**config.mk**
```make
export PLATFORM = sky130hd
export DESIGN_NAME = ex_ctrl_stage
export DESIGN_NICKNAME = d
export VERILOG_FILES = /design/src/rtl/ex_ctrl_stage.sv
export SDC_FILE = /design/constraint.sdc
export NUM_CORES = 1
export LEC_CHECK = 0
export CAP_MARGIN = 20
export CORE_MARGIN = 5
export CORE_UTILIZATION = 45
export CTS_CLUSTER_DIAMETER = 50
export DETAILED_ROUTE_END_ITERATION = 8
export MAX_ROUTING_LAYER = met4
export PLACE_DENSITY = 0.82
export SETUP_SLACK_MARGIN = 0.1
export SYNTH_ARGS = -nofsm -noshare
export SYNTH_HDL_FRONTEND = slang
export SYNTH_SLANG_ARGS = --single-unit
```
**constraint.sdc**
```tcl
create_clock -name clk -period 1.7 [get_ports clk]
set_input_delay 0.425 -clock clk [delete_from_list [all_inputs] [get_ports clk]]
set_output_delay 0.425 -clock clk [all_outputs]
set_load 0.005 [all_outputs]
```
**src/rtl/ex_ctrl_stage.sv**
```systemverilog
// ex_ctrl_stage: registered EX-stage ALU control decode with valid/ready flow control and multi-cycle mul/div busy tracking
module ex_ctrl_stage #(
  parameter int INS_W      = 6,
  parameter int ALUOP_W    = 5,
  parameter int MULDIV_LAT = 4,
  parameter int CNT_W      = 4
) (
  input  logic               clk,
  input  logic               rst_n,
  input  logic               in_valid,
  output logic               in_ready,
  input  logic [INS_W-1:0]   in_type,
  input  logic               flush,
  input  logic               out_ready,
  output logic               out_valid,
  output logic               out_signExt,
  output logic [ALUOP_W-1:0] out_ALUOp,
  output logic               out_mux1,
  output logic [1:0]         out_mux2,
  output logic               out_illegal,
  output logic               out_md_start,
  output logic               out_md_signed,
  output logic               out_busy
);
  localparam logic [INS_W-1:0] INS_ADD = INS_W'(0), INS_ADDU = INS_W'(1), INS_SUB = INS_W'(2),
    INS_SUBU = INS_W'(3), INS_AND = INS_W'(4), INS_OR = INS_W'(5), INS_XOR = INS_W'(6),
    INS_NOR = INS_W'(7), INS_SLT = INS_W'(8), INS_SLTU = INS_W'(9);
  localparam logic [INS_W-1:0] INS_SLL = INS_W'(10), INS_SRL = INS_W'(11), INS_SRA = INS_W'(12),
    INS_SLLV = INS_W'(13), INS_SRLV = INS_W'(14), INS_SRAV = INS_W'(15);
  localparam logic [INS_W-1:0] INS_JB_MIN = INS_W'(16), INS_JB_MAX = INS_W'(25),
    INS_LS_MIN = INS_W'(26), INS_LS_MAX = INS_W'(33);
  localparam logic [INS_W-1:0] INS_ADDI = INS_W'(34), INS_ADDIU = INS_W'(35), INS_ANDI = INS_W'(36),
    INS_ORI = INS_W'(37), INS_XORI = INS_W'(38), INS_LUI = INS_W'(39), INS_SLTI = INS_W'(40),
    INS_SLTIU = INS_W'(41);
  localparam logic [INS_W-1:0] INS_MULT = INS_W'(42), INS_MULTU = INS_W'(43), INS_DIV = INS_W'(44),
    INS_DIVU = INS_W'(45);
  localparam logic [ALUOP_W-1:0] ALU_NOP = ALUOP_W'(0), ALU_ADD = ALUOP_W'(1), ALU_ADDU = ALUOP_W'(2),
    ALU_SUB = ALUOP_W'(3), ALU_SUBU = ALUOP_W'(4), ALU_AND = ALUOP_W'(5), ALU_OR = ALUOP_W'(6),
    ALU_XOR = ALUOP_W'(7), ALU_NOR = ALUOP_W'(8), ALU_SLT = ALUOP_W'(9), ALU_SLTU = ALUOP_W'(10),
    ALU_SLL = ALUOP_W'(11), ALU_SRL = ALUOP_W'(12), ALU_SRA = ALUOP_W'(13), ALU_LUI = ALUOP_W'(14),
    ALU_MULT = ALUOP_W'(15), ALU_DIV = ALUOP_W'(16);
  localparam logic       ALU_INPUT1_RS = 1'b0, ALU_INPUT1_RT = 1'b1;
  localparam logic [1:0] ALU_INPUT2_RT = 2'd0, ALU_INPUT2_IMM = 2'd1, ALU_INPUT2_SHAMT = 2'd2,
    ALU_INPUT2_RSV = 2'd3;

  typedef enum logic [1:0] {S_EMPTY, S_FULL, S_BUSY} state_t;

  state_t             state_q, state_d;
  logic [CNT_W-1:0]   cnt_q, cnt_d;
  logic               signext_q, mux1_q, illegal_q, md_start_q, md_signed_q;
  logic [ALUOP_W-1:0] aluop_q;
  logic [1:0]         mux2_q;
  logic               is_rc, is_sh, is_jb, is_ls, is_ic, is_md, accept, load;
  logic               d_signext, d_mux1, d_illegal, d_md_signed;
  logic [ALUOP_W-1:0] d_aluop;
  logic [1:0]         d_mux2;

  assign is_rc  = in_type <= INS_SLTU;
  assign is_sh  = in_type >= INS_SLL && in_type <= INS_SRAV;
  assign is_jb  = in_type >= INS_JB_MIN && in_type <= INS_JB_MAX;
  assign is_ls  = in_type >= INS_LS_MIN && in_type <= INS_LS_MAX;
  assign is_ic  = in_type >= INS_ADDI && in_type <= INS_SLTIU;
  assign is_md  = in_type >= INS_MULT && in_type <= INS_DIVU;
  assign in_ready = state_q == S_EMPTY || (state_q == S_FULL && out_ready);
  assign accept = in_valid && in_ready;
  assign load   = accept && !flush;

  // Decode the incoming type; ALUOp by opcode, operand selects by type class
  always_comb begin
    d_aluop = ALU_NOP;
    case (in_type)
      INS_ADD, INS_ADDI:    d_aluop = ALU_ADD;
      INS_ADDU, INS_ADDIU:  d_aluop = ALU_ADDU;
      INS_SUB:              d_aluop = ALU_SUB;
      INS_SUBU:             d_aluop = ALU_SUBU;
      INS_AND, INS_ANDI:    d_aluop = ALU_AND;
      INS_OR, INS_ORI:      d_aluop = ALU_OR;
      INS_XOR, INS_XORI:    d_aluop = ALU_XOR;
      INS_NOR:              d_aluop = ALU_NOR;
      INS_SLT, INS_SLTI:    d_aluop = ALU_SLT;
      INS_SLTU, INS_SLTIU:  d_aluop = ALU_SLTU;
      INS_SLL, INS_SLLV:    d_aluop = ALU_SLL;
      INS_SRL, INS_SRLV:    d_aluop = ALU_SRL;
      INS_SRA, INS_SRAV:    d_aluop = ALU_SRA;
      INS_LUI:              d_aluop = ALU_LUI;
      INS_MULT, INS_MULTU:  d_aluop = ALU_MULT;
      INS_DIV, INS_DIVU:    d_aluop = ALU_DIV;
      default:              d_aluop = is_ls ? ALU_ADD : ALU_NOP;
    endcase
    d_mux1 = is_sh ? ALU_INPUT1_RT : ALU_INPUT1_RS;
    d_mux2 = (is_ls || is_ic) ? ALU_INPUT2_IMM :
             is_sh ? (in_type >= INS_SLLV ? ALU_INPUT2_RSV : ALU_INPUT2_SHAMT) : ALU_INPUT2_RT;
    d_signext = is_ls || in_type == INS_ADDI || in_type == INS_SLTI;
    d_illegal = !(is_rc || is_sh || is_jb || is_ls || is_ic || is_md);
    d_md_signed = in_type == INS_MULT || in_type == INS_DIV;
  end

  // State register
  always_ff @(posedge clk or negedge rst_n) begin
    if (!rst_n) begin
      state_q <= S_EMPTY;
      cnt_q   <= '0;
    end else begin
      state_q <= state_d;
      cnt_q   <= cnt_d;
    end
  end

  // Next state: flush wins, accepts load, busy counts down to FULL
  always_comb begin
    state_d = state_q;
    cnt_d   = cnt_q;
    if (flush) begin
      state_d = S_EMPTY;
      cnt_d   = '0;
    end else if (state_q == S_BUSY) begin
      state_d = cnt_q == '0 ? S_FULL : S_BUSY;
      cnt_d   = cnt_q == '0 ? cnt_q : cnt_q - CNT_W'(1);
    end else if (accept) begin
      state_d = is_md ? S_BUSY : S_FULL;
      cnt_d   = is_md ? CNT_W'(MULDIV_LAT - 1) : cnt_q;
    end else if (state_q == S_FULL && out_ready) begin
      state_d = S_EMPTY;
    end
  end

  // Decode output register, loaded only on an unflushed accept
  always_ff @(posedge clk or negedge rst_n) begin
    if (!rst_n) begin
      signext_q   <= 1'b0;
      aluop_q     <= '0;
      mux1_q      <= 1'b0;
      mux2_q      <= '0;
      illegal_q   <= 1'b0;
      md_start_q  <= 1'b0;
      md_signed_q <= 1'b0;
    end else begin
      md_start_q <= load && is_md;
      illegal_q  <= flush ? 1'b0 : load ? d_illegal : illegal_q;
      if (load) begin
        signext_q   <= d_signext;
        aluop_q     <= d_aluop;
        mux1_q      <= d_mux1;
        mux2_q      <= d_mux2;
        md_signed_q <= d_md_signed;
      end
    end
  end

  assign out_valid     = state_q == S_FULL;
  assign out_busy      = state_q == S_BUSY;
  assign out_signExt   = signext_q;
  assign out_ALUOp     = aluop_q;
  assign out_mux1      = mux1_q;
  assign out_mux2      = mux2_q;
  assign out_illegal   = illegal_q;
  assign out_md_start  = md_start_q;
  assign out_md_signed = md_signed_q;
endmodule

```
==> metrics.txt, run 1 <==
Syn Nets 141; Mean Syn Cell Area 8.70 um^2; Power Dens Cells 610 nW/um^2; Core ar. 2430 um^2; Synth cell types 41; clock-pin slew on the worst setup and hold paths 100 ps; CTS buffer count 3; Synth top area share 40.4%; largest area contributor in the netlist dfrtp_1; drc violations 0; share of layout cells above drive strength 1 30.6%; switching power 0.000283 W; # rows 18; most frequent cells in the layout buf_4 (34), dfrtp_1 (18), nand2_1 (17); Port Buf Inserts 25; GRT Total Usage 18.0%; Starting Density 45.8%; most common cell after layout, fill and taps aside buf_4; io pins 26; post-synthesis cell area 1110 um^2; # diodes 0; largest net degree at the start of global routing 19; largest cells by area after synthesis dfrtp_1 (40%), o21ai_0 (6.7%), nand2_1 (6.1%), buf_2 (3.6%), a21oi_1 (3.1%); Synthesis Warnings 0; Cell Chain, Critical Path buf_6 > nand2b_4 > or3_4 > or4_4 > nand2_1; static leakage 0.940 nW; WL final 3040 um; EDFF count, synth 0; clock network fraction of total power 25.6%; Crit Path Category flip-flop to flip-flop; Congestion Overflow GR 0; Die H 59.7 um; final hold violations 0; Worst EP required 1940 ps; Pint 0.000757 W; Die W 59.7 um; first-pass GRT wire length 4770 um; Critical Path Fanout Max 4; Hold WS 443 ps; # setup viols final 0; Final nets 197; Post-Synthesis Cells 128; Reg area 450 um^2; RePlAce Congestion 0.848; Seq pwr share 45.8%; clock skew 2.12 ps; Post-DP HPWL 2150 um; Initial DRT Pass Iterations 4; Period minus WS final 1630 ps; worst hold path class input port to asynchronous set/reset pin; Final Cycle Share 96.2%; Routed WL per cell 14.3 um; status finished clean; CTS Buffer Depth 2; clock sink count 18; initial DRC count 39; die area 3570 um^2; synthesis-to-finish area growth 52.9%; antenna viol nets, final 0; area of the multi-input gates 619 um^2; ys async rst share 100%; Critical Path Sink Type flip-flop; clk_lat worst skew 300 ps; ys flop type dfrtp_1; initial antenna violation count 0; Comb pwr share 28.6%; CTS H-tree lvls 1; vias per inst 5.53; Final Util 70.0%; register area share after synthesis 40.4%; # fillers 196; relative slew slack 75.0%; number of synthesized register bits 18; critical path startpoint category flip-flop; Total Power 0.00104 W; Max-Cap Viols 0; WP buf/inv 1; Worst Tran Pin Value 375 ps; vias in the first global route 1080; Slowest cell on crit path or4_4; cell class contributing the biggest share of worst-path delay simple AND/OR/NAND/NOR gates; CP max stage delay 490 ps; Peak Freq 612 MHz; Root Buffer Master clkbuf_4; Crit path arrival time 1880 ps; Slew Viols, Final 0; RSZ-0062 raised after global routing yes; CTS tree done; VDD IR max 0.438 mV; switching share of total power 27.2%; via count 1178
registers in the layout (all words and copies together) (netlist names):
register and flops:
out_ALUOp 5, cnt_q 4, out_mux2 2, state_q 2, out_illegal 1, out_md_signed 1
out_md_start 1, out_mux1 1, out_signExt 1
worst paths after layout:
kind / cells past startpoint / startpoint / to / slack [ps]
setup / recovery: 5 / state_q[1] / out_mux1 / 70
hold / removal: 2 / rst_n / cnt_q[3] / 440
setup reg to reg: 5 / state_q[1] / out_mux1 / 70
hold reg to reg: 2 / out_ALUOp[3] / out_ALUOp[3] / 540
max in group asynchronous: 2 / rst_n / cnt_q[0] / 1070
min in group clk: 2 / out_ALUOp[3] / out_ALUOp[3] / 540
power groups by stage:
stage | logic, W | clock network, W | registers (W)
after floorplan | 0.000114 | 0 | 0.000484
after global placement | 0.000254 | 0 | 0.000483
after detailed placement | 0.000263 | 0 | 0.000485
after CTS | 0.000270 | 0.000269 | 0.000475
after global routing | 0.000325 | 0.000285 | 0.000480
final | 0.000297 | 0.000266 | 0.000476
cells in the mapped netlist, types with 2 or more instances:
library cell / number
a21oi_1: 7
a31oi_1: 5
buf_2: 8
ha_1: 2
nor2_1: 7
nand2_1: 18
dfrtp_1: 18
xor2_1: 2
or4_1: 2
nand3_1: 2
o31a_1: 2
nand2b_1: 3
o31ai_1: 3
clkbuf_1: 3
inv_1: 4
nor2b_1: 3
o21ai_0: 15
through the flow:
step | cell area [um^2] | setup WS [ps] | cells | setup TNS, ps
final | 1700 | 65.4 | 213 | 0
after global routing | 1700 | 31.5 | 213 | 0
after CTS | 1600 | 47.4 | 203 | 0
after detailed placement | 1500 | -322 | 192 | -4970
after global placement | 1500 | -314 | 192 | -4140
after floorplan | 1110 | 155 | 128 | 0
cell type report:
type | count | share of cell area [%]
well taps | 30 | 2.20
inverters | 4 | 0.882
flip-flops and latches | 18 | 26.5
multi-input cells | 95 | 36.4
clock buffers | 4 | 2.13
repair buffers | 62 | 32.0
metal layers:
| metal | GRT usage (%) | routed length [um] |
|---|---|---|
| met1 | 21.3 | 1250 |
| met2 | 31.2 | 1610 |
| met3 | 1.51 | 125 |
| met4 | 7.28 | 47 |
| met5 | - | 0 |
timing repair:
action	CTS	global route
hold buffers	0	0
setup buffers	7	10
endpoints found under the setup margin	20	24
pin swaps	2	1
gates resized for setup	21	20
cell families after synthesis:
family | after synthesis | share of synthesized area, %
AO/OA/AOI/OAI | 42 | 24.2
XOR/XNOR | 2 | 1.57
adder cells (fa/ha/maj) | 3 | 3.15
buffers and inverters | 15 | 5.95
flip-flops | 18 | 40.4
multiplexers | 1 | 1.01
AND/OR/NAND/NOR | 47 | 23.7
Power figures use the tool's default switching activity.
==> inputs of run 2 (changes only) <==
--- a/config.mk
+++ b/config.mk
@@ -13,6 +13,7 @@
 export MAX_ROUTING_LAYER = met4
 export PLACE_DENSITY = 0.82
 export SETUP_SLACK_MARGIN = 0.1
+export SKIP_CTS_REPAIR_TIMING = 1
 export SYNTH_ARGS = -nofsm -noshare
 export SYNTH_HDL_FRONTEND = slang
 export SYNTH_SLANG_ARGS = --single-unit
==> run 2 against run 1 <==
Net effect:
- the flow now finishes with violations (setup timing)
- non-clock buffer count up 1
- routed wire length up 15%
- critical endpoint is now out_mux2[1]
- clock power about the same
- global-route usage fell by 0.52 points
- combinational power is 10% higher
- critical path depth is the same
- clock skew grew 2.5 ps
- worst hold slack improved by 1.1 ps
- final cell count rose by 0.47%
- first-iteration DRC count up 56%
- final area increased by 5.9%
- register-to-register slack worse by 70 ps
==> metrics.txt, run 2 (synthesis results as in run 1) <==
status finished, violations left; failing checks setup timing; most frequent cells in the layout buf_4 (34), dlymetal6s2s_1 (21), dfrtp_1 (17); Worst Tran Pin Value 430 ps (+55.0 ps); Cell Chain, Critical Path buf_6 > nand2b_4 > or3_4 > or4_4 > nand2_2; placed insts 192 (unchanged); WL final 3500 um (+15%); Max-Cap Viols 0 (unchanged); cell class contributing the biggest share of worst-path delay simple AND/OR/NAND/NOR gates; Slew Viols, Final 0 (unchanged); # diodes 0 (unchanged); Congestion Overflow GR 0 (unchanged); die area 3570 um^2 (unchanged); Starting Density 45.8% (unchanged); Peak Freq 588 MHz (-3.9%); # setup viols final 2 (+2); Power Dens Cells 594 nW/um^2 (-2.7%); Crit Path Category flip-flop to flip-flop; clock-pin slew on the worst setup and hold paths 100 ps (about the same); final hold violations 0 (unchanged); Post-DP HPWL 2150 um (unchanged); share of layout cells above drive strength 1 33.2% (+2.6 points); drc violations 0 (unchanged); RSZ-0062 raised after global routing yes; clk_lat worst skew 290 ps (about the same); r2r setup slk -0.5 ps (-70 ps); static leakage 1.06 nW (+13%); critical path startpoint category flip-flop; Die H 59.7 um (unchanged); Final nets 198 (+0.51%); Routed WL per cell 16.3 um (+15%); CTS Buffer Depth 2 (unchanged); RePlAce Congestion 0.848 (unchanged); initial antenna violation count 0 (unchanged); antenna viol nets, final 0 (unchanged); CTS buffer count 3 (unchanged); # rows 18 (unchanged); WP buf/inv 1 (unchanged); Cell Count, Final, Fillers Out 214 (+0.47%); reg2reg start state_q[1]; vias per inst 5.75 (+4.0%); Die W 59.7 um (unchanged); Period minus WS final 1700 ps (+65.9 ps); relative slew slack 71.0% (-4.0 points); Worst R2R Path Depth 5 (unchanged); synthesis-to-finish area growth 61.9%; Port Buf Inserts 25 (unchanged); clock sink count 18 (unchanged); clock skew 4.64 ps (+2.52 ps); Core ar. 2430 um^2 (unchanged); Crit path arrival time 1950 ps (+70 ps); Stages on worst setup path 5 (unchanged); max FFs per register 5 (unchanged); Critical Path Sink Type flip-flop; worst hold path class input port to asynchronous set/reset pin; largest net degree at the start of global routing 19 (unchanged); GRT Total Usage 17.5% (-0.52 points); initial DRC count 61 (+56%); Critical Path Fanout Max 5 (+1); VDD IR max 0.459 mV (+4.9%); Root Buffer Master clkbuf_4; Final Cycle Share 100% (+3.9 points); Slowest cell on crit path or4_4; via count 1231 (+4.5%); io pins 26 (unchanged); Total Power 0.00107 W (+3.0%); first-pass GRT wire length 4640 um (-2.7%); vias in the first global route 1047 (-3.1%); Worst EP required 1940 ps (about the same); Initial DRT Pass Iterations 4 (unchanged); setup ws final -0.509 ps (-65.9 ps); most common cell after layout, fill and taps aside buf_4; CTS tree done; Reg-to-Reg End out_mux2[1]; CP max stage delay 500 ps (about the same); CTS H-tree lvls 1 (unchanged)
==> run 2: per-layer routing <==
metal  share of wire [%]  global-route usage [%]
met1                  40                    21.0
met2                  55                    29.8
met3                 4.0                    1.51
met4                 1.8                    7.28
met5                   0                       -
==> run 2: final cells by class <==
class | count | area (um^2)
fill | 179 | 629
sequential | 18 | 452
multi-input combinational | 95 | 656
timing repair buffer | 63 | 607
tap | 30 | 37.5
inverter | 4 | 15.0
clock buffer | 4 | 36.3
==> run 2: metrics by stage <==
| stage | area, um^2 | utilization (%) | TNS (ps) | hold slack [ps] | worst slack, ps |
|---|---|---|---|---|---|
| 2_1_floorplan | 1110 | - | 0 | 129 | 155 |
| 4_1_cts | 1540 | 63.2 | -632 | 452 | -319 |
| 3_5_place_dp | 1500 | 61.7 | -4970 | 479 | -322 |
| 3_3_place_gp | 1500 | 61.7 | -4140 | 461 | -314 |
| 6_report | 1800 | 74.1 | -0.957 | 444 | -0.509 |
| 5_1_grt | 1800 | 74.1 | -75.8 | 459 | -33.1 |
==> run 2: worst max-delay path by stage <==
stage / start / endpoint / slack (ps)
2_1_floorplan: flush / out_mux1 / 150
3_3_place_gp: out_ready / in_ready / -310
3_5_place_dp: out_ready / in_ready / -320
5_1_grt: state_q[1] / out_mux2[1] / -30
6_report: state_q[1] / out_mux2[1] / -0.5
4_1_cts: out_ready / in_ready / -320
==> run 2: power breakdown <==
part | internal (W) | switching, W
Clock | 0.000131 | 0.000133
Combinational | 0.000184 | 0.000144
Sequential | 0.000458 | 0.0000203
Total | 0.000772 | 0.000298
==> run 2: worst register-to-register path: cells and delay by family, from the launching register on <==
kind	cells	cell delay, ps
buffers and inverters	1	150
and+or+nand+nor	4	1040
DFF	1	450
==> inputs of run 3 (changes only) <==
--- a/config.mk
+++ b/config.mk
@@ -7,11 +7,11 @@
 export LEC_CHECK = 0
 export CAP_MARGIN = 20
 export CORE_MARGIN = 5
-export CORE_UTILIZATION = 45
+export CORE_UTILIZATION = 49
 export CTS_CLUSTER_DIAMETER = 50
 export DETAILED_ROUTE_END_ITERATION = 8
 export MAX_ROUTING_LAYER = met4
-export PLACE_DENSITY = 0.82
+export PLACE_DENSITY = 0.88
 export SETUP_SLACK_MARGIN = 0.1
 export SKIP_CTS_REPAIR_TIMING = 1
 export SYNTH_ARGS = -nofsm -noshare
==> constraint.sdc (replaced) <==
create_clock -name clk -period 1.8 [get_ports clk]
set_input_delay 0.45 -clock clk [delete_from_list [all_inputs] [get_ports clk]]
set_output_delay 0.45 -clock clk [all_outputs]
set_load 0.005 [all_outputs]
==> run 3 against run 2 <==
Net effect:
- the run still ends with setup timing left
- critical path type unchanged
- clock-buffer cell count unchanged
- critical path depth up 1
- first-iteration DRC count down 15%
- power down 6.6%
- die area down 6.8%
==> metrics.txt, run 3 (synthesis results as in run 1) <==
Critical Path Sink Type flip-flop; clk_lat worst skew 300 ps (about the same); VDD IR max 0.400 mV (-13%); Reg-to-Reg End out_mux1; most common cell after layout, fill and taps aside buf_4; Worst EP required 2030 ps (+90 ps); Initial DRT Pass Iterations 4 (unchanged); r2r setup slk -90 ps (-90 ps); Final Cycle Share 105% (+5.1 points); Die W 57.7 um (-3.5%); cell area after layout 1710 um^2 (-4.9%); most frequent cells in the layout buf_4 (20), clkdlybuf4s50_1 (17), dfrtp_1 (16); via count 1196 (-2.8%); final hold violations 0 (unchanged); Critical Path Source state_q[1]; metal3 WL 148 um (+6.5%); worst hold path class input port to asynchronous set/reset pin; clock-pin slew on the worst setup and hold paths 110 ps (about the same); Cell Chain, Critical Path buf_6 > buf_6 > nand2b_4 > or3_4 > or4_4 > nand2_2; Worst R2R Path Depth 6 (+1); first-pass GRT wire length 4700 um (+1.3%); Core ar. 2190 um^2 (-9.9%); CTS Buffer Depth 2 (unchanged); largest net degree at the start of global routing 19 (unchanged); failing checks setup timing; Peak Freq 528 MHz (-10%); Final nets 186 (-6.1%); Hold WS 470 ps (+26.7 ps); # diodes 0 (unchanged); # setup viols final 2 (unchanged); Post-DP HPWL 2270 um (+5.7%); metal2 WL 1900 um (-0.73%); static leakage 0.815 nW (-23%); Critical Path Fanout Max 4 (-1); Crit Path Category flip-flop to flip-flop; critical path startpoint category flip-flop; Top Metal Used met4; RePlAce Congestion 0.871 (+2.7%); Slowest cell on crit path or4_4; Starting Density 50.8% (+5.0 points); clock skew 4.00 ps (-0.638 ps); # fillers 134 (-25%); GRT Total Usage 18.3% (+0.81 points); area of the multi-input gates 689 um^2 (+5.2%); Slew Viols, Final 0 (unchanged); Worst Tran Pin Value 391 ps (-39.2 ps); Crit path arrival time 2130 ps (+180 ps); initial DRC count 52 (-15%); share of layout cells above drive strength 1 34.9% (+1.7 points); initial antenna violation count 0 (unchanged); status finished, violations left; DRT met1 WL 1250 um (-9.3%); max FFs per register 5 (unchanged); CTS tree done; most frequent cell on the critical path buf_6; Power Dens Cells 583 nW/um^2 (-1.7%); Max-Cap Viols 0 (unchanged); Period minus WS final 1890 ps (+192 ps); synthesis-to-finish area growth 53.9%; WL final 3390 um (-3.1%); reg2reg start state_q[1]; vias in the first global route 1100 (+5.1%); Final Util 78.2% (+4.1 points); vias per inst 5.98 (+4.0%); CP max stage delay 530 ps (+30 ps); # rows 17 (-1); CTS buffer count 3 (unchanged); drc violations 0 (unchanged); RSZ-0062 raised after global routing yes; Congestion Overflow GR 0 (unchanged); dpl cell area 1510 um^2 (+0.33%); io pins 26 (unchanged); Root Buffer Master clkbuf_4; Setup crit end out_mux1; Routed WL per cell 16.9 um (+3.7%); setup ws final -92.2 ps (-91.7 ps); antenna viol nets, final 0 (unchanged); relative slew slack 73.3% (+2.2 points); clock sink count 18 (unchanged); CTS H-tree lvls 1 (unchanged); Port Buf Inserts 25 (unchanged); Die H 57.7 um (-3.5%); Reg area 453 um^2 (+0.28%); die area 3330 um^2 (-6.8%)
==> run 3: changes by cell type in the layout (fill, tap and decap cells not counted), sizes merged <==
cell	before	now
clkdlybuf4s50	4	17
buf	38	26
dlymetal6s2s	21	8
==> run 3: worst min path at each step <==
stage / start / endpoint / cells after the start
global route: rst_n / out_mux2[0] / 2
detailed placement: out_ALUOp[1] / out_ALUOp[1] / 2
finish: rst_n / out_signExt / 2
CTS: rst_n / out_ALUOp[1] / 2
floorplan: rst_n / cnt_q[0] / 0
global placement: out_signExt / out_signExt / 2
==> run 3: critical path, delay by kind of cell, from the launching register on <==
kind                   cells  cell delay [ps]
AND/OR/NAND/NOR            4             1180
flip-flops                 1              420
buffers and inverters      2              240
==> run 3: metrics by stage <==
stage | TNS, ps | cells | total power, W | worst slack (ps)
after floorplan | 0 | 128 | 0.000565 | 230
after global placement | -2450 | 191 | 0.000698 | -254
after detailed placement | -3320 | 191 | 0.000712 | -269
after CTS | -584 | 195 | 0.000954 | -276
after global routing | -200 | 200 | 0.00106 | -110
final | -169 | 200 | 0.00100 | -92.2
==> run 3: power breakdown <==
group	internal, W	switching (W)
Combinational	0.000160	0.000132
Clock	0.000123	0.000130
Sequential	0.000433	0.0000223
==> run 3: cell type report <==
cell class / count / area share [%]
Multi-Input combinational cell: 95 / 40.2
Inverter: 4 / 0.876
Timing Repair Buffer: 51 / 28.3
Clock buffer: 4 / 2.12
Tap cell: 28 / 2.04
Sequential cell: 18 / 26.4
==> run 3: routing by layer <==
metal | up-vias | global-route usage [%]
li1 | 553 | -
met1 | 580 | 19.7
met2 | 51 | 34.4
met3 | 12 | 0.668
met4 | 0 | 7.95
met5 | - | -
